==> src/rtl/video_regfile_avmm_if.sv <==
// Avalon-MM slave bus bundle for the video register file.
interface video_regfile_avmm_if #(
    parameter int DATA_W = 32,
    parameter int ADDR_W = 3
);
    logic                  chipselect;
    logic [ADDR_W-1:0]     address;
    logic                  write;
    logic [DATA_W-1:0]     writedata;
    logic [DATA_W/8-1:0]   byteenable;
    logic                  read;
    logic [DATA_W-1:0]     readdata;
    logic                  readdatavalid;

    modport master (
        output chipselect, address, write, writedata, byteenable, read,
        input  readdata, readdatavalid
    );

    modport slave (
        input  chipselect, address, write, writedata, byteenable, read,
        output readdata, readdatavalid
    );
endinterface

==> src/rtl/video_regfile_avmm.sv <==
// Parametrised Avalon-MM register file: byte-enabled R/W registers, hardware read-only
// registers, a write-1-to-clear status register with level interrupt, and per-register write strobes.
module video_regfile_avmm #(
    parameter int                  DATA_W      = 32,
    parameter int                  NUM_REGS    = 8,
    parameter int                  ADDR_W      = 3,
    parameter logic [NUM_REGS-1:0] RO_MASK     = '0,
    parameter int                  STATUS_ADDR = 6,
    parameter int                  IRQEN_ADDR  = 7
) (
    input  logic                         clk,
    input  logic                         reset_n,
    video_regfile_avmm_if.slave          bus,
    output logic [NUM_REGS*DATA_W-1:0]   regs_out,
    input  logic [NUM_REGS*DATA_W-1:0]   hw_in,
    input  logic [DATA_W-1:0]            status_set,
    output logic [NUM_REGS-1:0]          wr_strobe,
    output logic                         irq
);
    localparam int NBYTES = DATA_W / 8;

    logic [DATA_W-1:0]   r_regs [NUM_REGS];
    logic [DATA_W-1:0]   w_regs_next [NUM_REGS];
    logic [DATA_W-1:0]   w_be_mask;
    logic [DATA_W-1:0]   w_rdata;
    logic [NUM_REGS-1:0] w_strobe_next;
    logic                w_wr;
    logic                w_rd;
    logic [DATA_W-1:0]   r_readdata;
    logic                r_readdatavalid;
    logic [NUM_REGS-1:0] r_wr_strobe;
    logic                r_irq;

    assign w_wr = bus.chipselect && bus.write;
    assign w_rd = bus.chipselect && bus.read;

    always_comb begin
        w_be_mask = '0;
        for (int b = 0; b < NBYTES; b++) begin
            w_be_mask[b*8 +: 8] = {8{bus.byteenable[b]}};
        end
    end

    // Out-of-range addresses match no index, so they write nothing and read zero.
    always_comb begin
        w_strobe_next = '0;
        w_rdata       = '0;
        for (int i = 0; i < NUM_REGS; i++) begin
            w_regs_next[i] = r_regs[i];
            if (RO_MASK[i]) begin
                w_regs_next[i] = '0;
            end else if (i == STATUS_ADDR) begin
                if (w_wr && (int'(bus.address) == i)) begin
                    w_regs_next[i] = (r_regs[i] & ~(bus.writedata & w_be_mask)) | status_set;
                end else begin
                    w_regs_next[i] = r_regs[i] | status_set;
                end
            end else if (w_wr && (int'(bus.address) == i)) begin
                w_regs_next[i] = (r_regs[i] & ~w_be_mask) | (bus.writedata & w_be_mask);
            end
            w_strobe_next[i] = w_wr && (int'(bus.address) == i) && (|bus.byteenable) && !RO_MASK[i];
            if (int'(bus.address) == i) begin
                w_rdata = RO_MASK[i] ? hw_in[i*DATA_W +: DATA_W] : r_regs[i];
            end
        end
    end

    always_ff @(posedge clk or negedge reset_n) begin
        if (!reset_n) begin
            for (int i = 0; i < NUM_REGS; i++) begin
                r_regs[i] <= '0;
            end
            r_readdata      <= '0;
            r_readdatavalid <= 1'b0;
            r_wr_strobe     <= '0;
            r_irq           <= 1'b0;
        end else begin
            for (int i = 0; i < NUM_REGS; i++) begin
                r_regs[i] <= w_regs_next[i];
            end
            r_readdatavalid <= w_rd;
            if (w_rd) begin
                r_readdata <= w_rdata;
            end
            r_wr_strobe <= w_strobe_next;
            r_irq       <= |(r_regs[STATUS_ADDR] & r_regs[IRQEN_ADDR]);
        end
    end

    always_comb begin
        regs_out = '0;
        for (int i = 0; i < NUM_REGS; i++) begin
            regs_out[i*DATA_W +: DATA_W] = RO_MASK[i] ? '0 : r_regs[i];
        end
    end

    assign bus.readdata      = r_readdata;
    assign bus.readdatavalid = r_readdatavalid;
    assign wr_strobe         = r_wr_strobe;
    assign irq               = r_irq;
endmodule

==> src/flat_wrapper.sv <==
// flat-port wrapper written by rule: the top's interface ports become plain ports
module video_regfile_avmm_flat 
#(
    parameter int                  DATA_W      = 32,
    parameter int                  NUM_REGS    = 8,
    parameter int                  ADDR_W      = 3,
    parameter logic [NUM_REGS-1:0] RO_MASK     = '0,
    parameter int                  STATUS_ADDR = 6,
    parameter int                  IRQEN_ADDR  = 7
)
  (clk, reset_n, regs_out, hw_in, status_set, wr_strobe, irq, bus_chipselect, bus_address, bus_write, bus_writedata, bus_byteenable, bus_read, bus_readdata, bus_readdatavalid);
  video_regfile_avmm_if #(.DATA_W(DATA_W), .ADDR_W(ADDR_W)) bus_i ();
  input  logic clk;
  input  logic reset_n;
  output logic [NUM_REGS*DATA_W-1:0] regs_out;
  input  logic [NUM_REGS*DATA_W-1:0] hw_in;
  input  logic [DATA_W-1:0] status_set;
  output logic [NUM_REGS-1:0] wr_strobe;
  output logic irq;
  input wire logic [$bits(bus_i.chipselect)-1:0] bus_chipselect;
  input wire logic [$bits(bus_i.address)-1:0] bus_address;
  input wire logic [$bits(bus_i.write)-1:0] bus_write;
  input wire logic [$bits(bus_i.writedata)-1:0] bus_writedata;
  input wire logic [$bits(bus_i.byteenable)-1:0] bus_byteenable;
  input wire logic [$bits(bus_i.read)-1:0] bus_read;
  output wire logic [$bits(bus_i.readdata)-1:0] bus_readdata;
  output wire logic [$bits(bus_i.readdatavalid)-1:0] bus_readdatavalid;
  assign bus_i.chipselect = bus_chipselect;
  assign bus_i.address = bus_address;
  assign bus_i.write = bus_write;
  assign bus_i.writedata = bus_writedata;
  assign bus_i.byteenable = bus_byteenable;
  assign bus_i.read = bus_read;
  assign bus_readdata = bus_i.readdata;
  assign bus_readdatavalid = bus_i.readdatavalid;
  video_regfile_avmm #(.DATA_W(DATA_W), .NUM_REGS(NUM_REGS), .ADDR_W(ADDR_W), .RO_MASK(RO_MASK), .STATUS_ADDR(STATUS_ADDR), .IRQEN_ADDR(IRQEN_ADDR)) u_core (.clk(clk), .reset_n(reset_n), .bus(bus_i), .regs_out(regs_out), .hw_in(hw_in), .status_set(status_set), .wr_strobe(wr_strobe), .irq(irq));
endmodule
==> config.mk <==
export PLATFORM = sky130hd
export DESIGN_NAME = video_regfile_avmm_flat
export DESIGN_NICKNAME = d
export VERILOG_FILES = /design/src/rtl/video_regfile_avmm_if.sv /design/src/rtl/video_regfile_avmm.sv /design/src/flat_wrapper.sv
export SDC_FILE = /design/constraint.sdc
export NUM_CORES = 1
export LEC_CHECK = 0
export ABC_AREA = 1
export CORE_AREA = 4 4 240 242
export CTS_BUF_LIST = sky130_fd_sc_hd__clkbuf_16
export CTS_CLUSTER_SIZE = 16
export DETAILED_ROUTE_END_ITERATION = 7
export DIE_AREA = 0 0 244 246
export GPL_ROUTABILITY_DRIVEN = 0
export GPL_TIMING_DRIVEN = 0
export HOLD_SLACK_MARGIN = 0.03
export PLACE_DENSITY_LB_ADDON = 0.3
export SLEW_MARGIN = 0
export SYNTH_ARGS = -nofsm -noshare
export SYNTH_HDL_FRONTEND = slang
export SYNTH_SLANG_ARGS = --single-unit
==> constraint.sdc <==
create_clock -name clk -period 1.44 [get_ports clk]
set_input_delay 0.144 -clock clk [delete_from_list [all_inputs] [get_ports clk]]
set_output_delay 0.144 -clock clk [all_outputs]
set_load 0.01 [all_outputs]
==> results.md, run 1 <==
- Outcome: finished, final reports clean
- Synthesized area per cell: 8.37 µm²
- H-tree levels: 2
- Period utilization: 0.979
- R2r setup slk: 50 ps
- Worst-path maximum fanout: 3
- Fraction of layout cells with a size suffix above 1: 0.166
- Antenna violations before repair: 5
- Global Route Usage Sum: 0.206
- Core Area: 0.0551 mm²
- Largest area contributor in the netlist: dfrtp_1
- CTS buffer count: 37
- Residual DRC count: 0
- Num rows: 86
- Post-detailed-route count of antenna-violating nets: 0
- Grt ovf: 0
- Clock Tree Root: clkbuf_16
- I/O Pins: 630
- Most frequent cell after synthesis: nand2_1
- Worst-path clk slew: 50 ps
- Total power per unit cell area: 1340 mW/mm²
- Worst-margin pin slew: 1010 ps
- Placed cell count: 2699
- Psw: 8.67 mW
- EDFF count, synth: 0
- Die ar.: 0.0600 mm²
- Max VDD drop: 714 µV
- Crit path time final: 1410 ps
- Flop pwr share: 0.410
- Net count, final: 2426
- RSZ-0062 raised after global routing: yes
- Power Internal: 18.1 mW
- Crit start category: flop
- Crit path max-delay cell type: dfrtp_1
- Clock skew: 22.3 ps
- Worst Setup EP: regs_out[87]
- Combinational Power Share: 0.244
- Routed WL: 63800 µm
- Pin count of the biggest net entering global routing: 111
- CTS tree: built
- DRT Pass-1 Iters: 5
- Non-filler cells, final: 2868
- Vias in the first global route: 13.5k
- WL/cell: 22.2 µm
- Syn nets: 1912
- Commonest cells post-synth: 459 x nand2_1, 298 x dfrtp_1, 225 x o21ai_0
- DIE HEIGHT: 246 µm
- Top Family by Delay on Critical Path: flip-flops
- Largest cells by area after synthesis: dfrtp_1 56%, nand2_1 13%, o21ai_0 8.5%
- Max stage delay on crit path: 400 ps
- CP Depth: 1
- Hold Vio Cnt, Final: 0
- Post-detail-place hpwl: 48300 µm
- Leakage: 9.67 nW
- Seq/Total Area, Yosys: 0.564
- Endpoints failing setup: 0
- DR vias/cell: 4.70
- CP cell instances: clkdlybuf4s15_1
- Worst-skew pair later-pin latency: 550 ps
- Max Buffers Root-to-Sink: 3
- CTS sink count: 298
- Relative slew margins: 0.329
- Vias: 13.5k
- Post-synth top area share: 0.564
- Cell Area, Synth: 0.0132 mm²
- Critical Path RT: 1300 ps
- Critical path endpoint category: primary output
- Critical path buffer and inverter count: 1
- Hold/Removal Path Class: in2reg
- Final Slew Violations: 0
- Die Wd: 244 µm
- Clock share of power: 0.346
- WP data arrival: 1270 ps
- Critical path class: reg2out
- Worst R2R End: u_core.irq$_DFF_PN0_
- Post-synth ARST share: 1.00
- Initial Util: 0.240
- Switching Share: 0.324
- Mapped Cells: 1580
- FF+latch count, synth: 298
- Max-cap violation count: 0
- Fin Setup TNS: 0 ps
- Reg2Reg Depth: 7
- Initial DRC count: 967
- Area Growth Syn to Fin: 51.0%
- Top_reg_cell synth: dfrtp_1
- Post-synth cell types: 29
- First-pass GRT wire length: 92200 µm
- Yosys warns: 0
- FMAX: 0.709 GHz
- Number of I/O port buffers: 368
[area by class of cell]
class | instances | area, µm²
Antenna cell | 2 | 5.00
Buffer | 83 | 513
Clock buffer | 38 | 951
Clock inverter | 25 | 228
Fill cell | 5771 | 35100
Inverter | 141 | 547
Multi-Input combinational cell | 1055 | 5050
Sequential cell | 298 | 7470
Tap cell | 748 | 936
Timing Repair Buffer | 478 | 4270
[worst min-delay path by stage]
stage | slack (ps) | from | end | cells past startpoint
after floorplan | -150 | reset_n | async pin | 0
after global placement | 470 | u_core.bus.readdata[24]$_DFFE_PN0P_ | u_core.bus.readdata[24]$_DFFE_PN0P_ | 2
after global routing | 110 | status_set[27] | u_core.regs_out[219]$_DFF_PN0_ | 3
after CTS | 80 | bus_address[1] | u_core.wr_strobe[5]$_DFF_PN0_ | 4
final | 110 | status_set[7] | u_core.regs_out[199]$_DFF_PN0_ | 3
after detailed placement | 80 | reset_n | u_core.bus.readdata[3]$_DFFE_PN0P_ | 1
[kinds of logic (layout without fill, tap and decap cells)]
logic type,Yosys count,in the layout,synth area share
flip-flops,298,298,0.564
AO/OA/AOI/OAI,331,331,0.129
buffers and inverters,227,765,0.0696
other,0,2,0
AND/OR/NAND/NOR,724,724,0.238
[metal layers]
metal  wire length, µm  GRT usage  up-vias
li1                  -          -     6266
met1             29500      0.290     6559
met2             26500      0.301      561
met3              6440     0.0809       82
met4              1290     0.0449        0
met5                 0          0        -
[what timing repair did]
action                                  in CTS  in global routing
cloned                                       2                  0
hold buffers                                 1                  0
pin swaps                                    5                  3
hold endpoints to repair                   180                  0
setup buffers                               69                 35
endpoints found under the setup margin     588                337
gates resized for setup                    516                156
[power groups by stage]
stage | logic, mW | clock network (mW) | registers [mW]
final | 6.53 | 9.26 | 11.0
after global placement | 6.60 | 0 | 11.1
after detailed placement | 6.69 | 0 | 11.2
after global routing | 7.16 | 9.88 | 11.1
after floorplan | 1.82 | 0 | 11.4
after CTS | 6.33 | 9.53 | 11.0
[cells in the final DEF (no fill, tap or decap), drive strengths merged]
master	count
diode	2
bufinv	4
nand2	467
buf	163
nor2	84
a21oi	66
clkinv	14
a221oi	4
inv	147
o21ai	248
clkdlybuf4s50	67
clkinvlp	1
o22ai	4
nand3	66
nand3b	1
clkbuf	103
clkdlybuf4s15	126
dlygate4sd2	139
dfrtp	298
o21bai	8
nor4	2
dlygate4sd3	1
nand4	97
a22o	1
nor3	7
[worst reg2reg max path: stages, from the launching register on]
cell,delay [ps]
dfrtp_1,420
buf_4,160
inv_1,70
o22ai_1,100
a21oi_1,180
nand3b_1,160
nor2_1,130
nand2_1,60
[per-stage QoR]
stage               power (mW)  worst slack [ps]  cell area, µm²   util  hold WS, ps
floorplan                 13.2               158           13200      -         -152
detailed placement        17.8             -1660           17900  0.326         80.7
finish                    26.8              30.3           20000  0.363          115
CTS                       26.8             -56.7           19700  0.357         80.7
global route              28.2             -15.7           20000  0.363          113
global placement          17.7            -13290           17800  0.324          470
Note: power is estimated with default switching activity, not from simulation.
==> run 2: changes to the inputs <==
--- a/config.mk
+++ b/config.mk
@@ -6,6 +6,7 @@
 export NUM_CORES = 1
 export LEC_CHECK = 0
 export ABC_AREA = 1
+export CAP_MARGIN = 20
 export CORE_AREA = 4 4 240 242
 export CTS_BUF_LIST = sky130_fd_sc_hd__clkbuf_16
 export CTS_CLUSTER_SIZE = 16
==> results of run 2 <==
The final DEF is identical to that of run 1; final timing and power are the same.
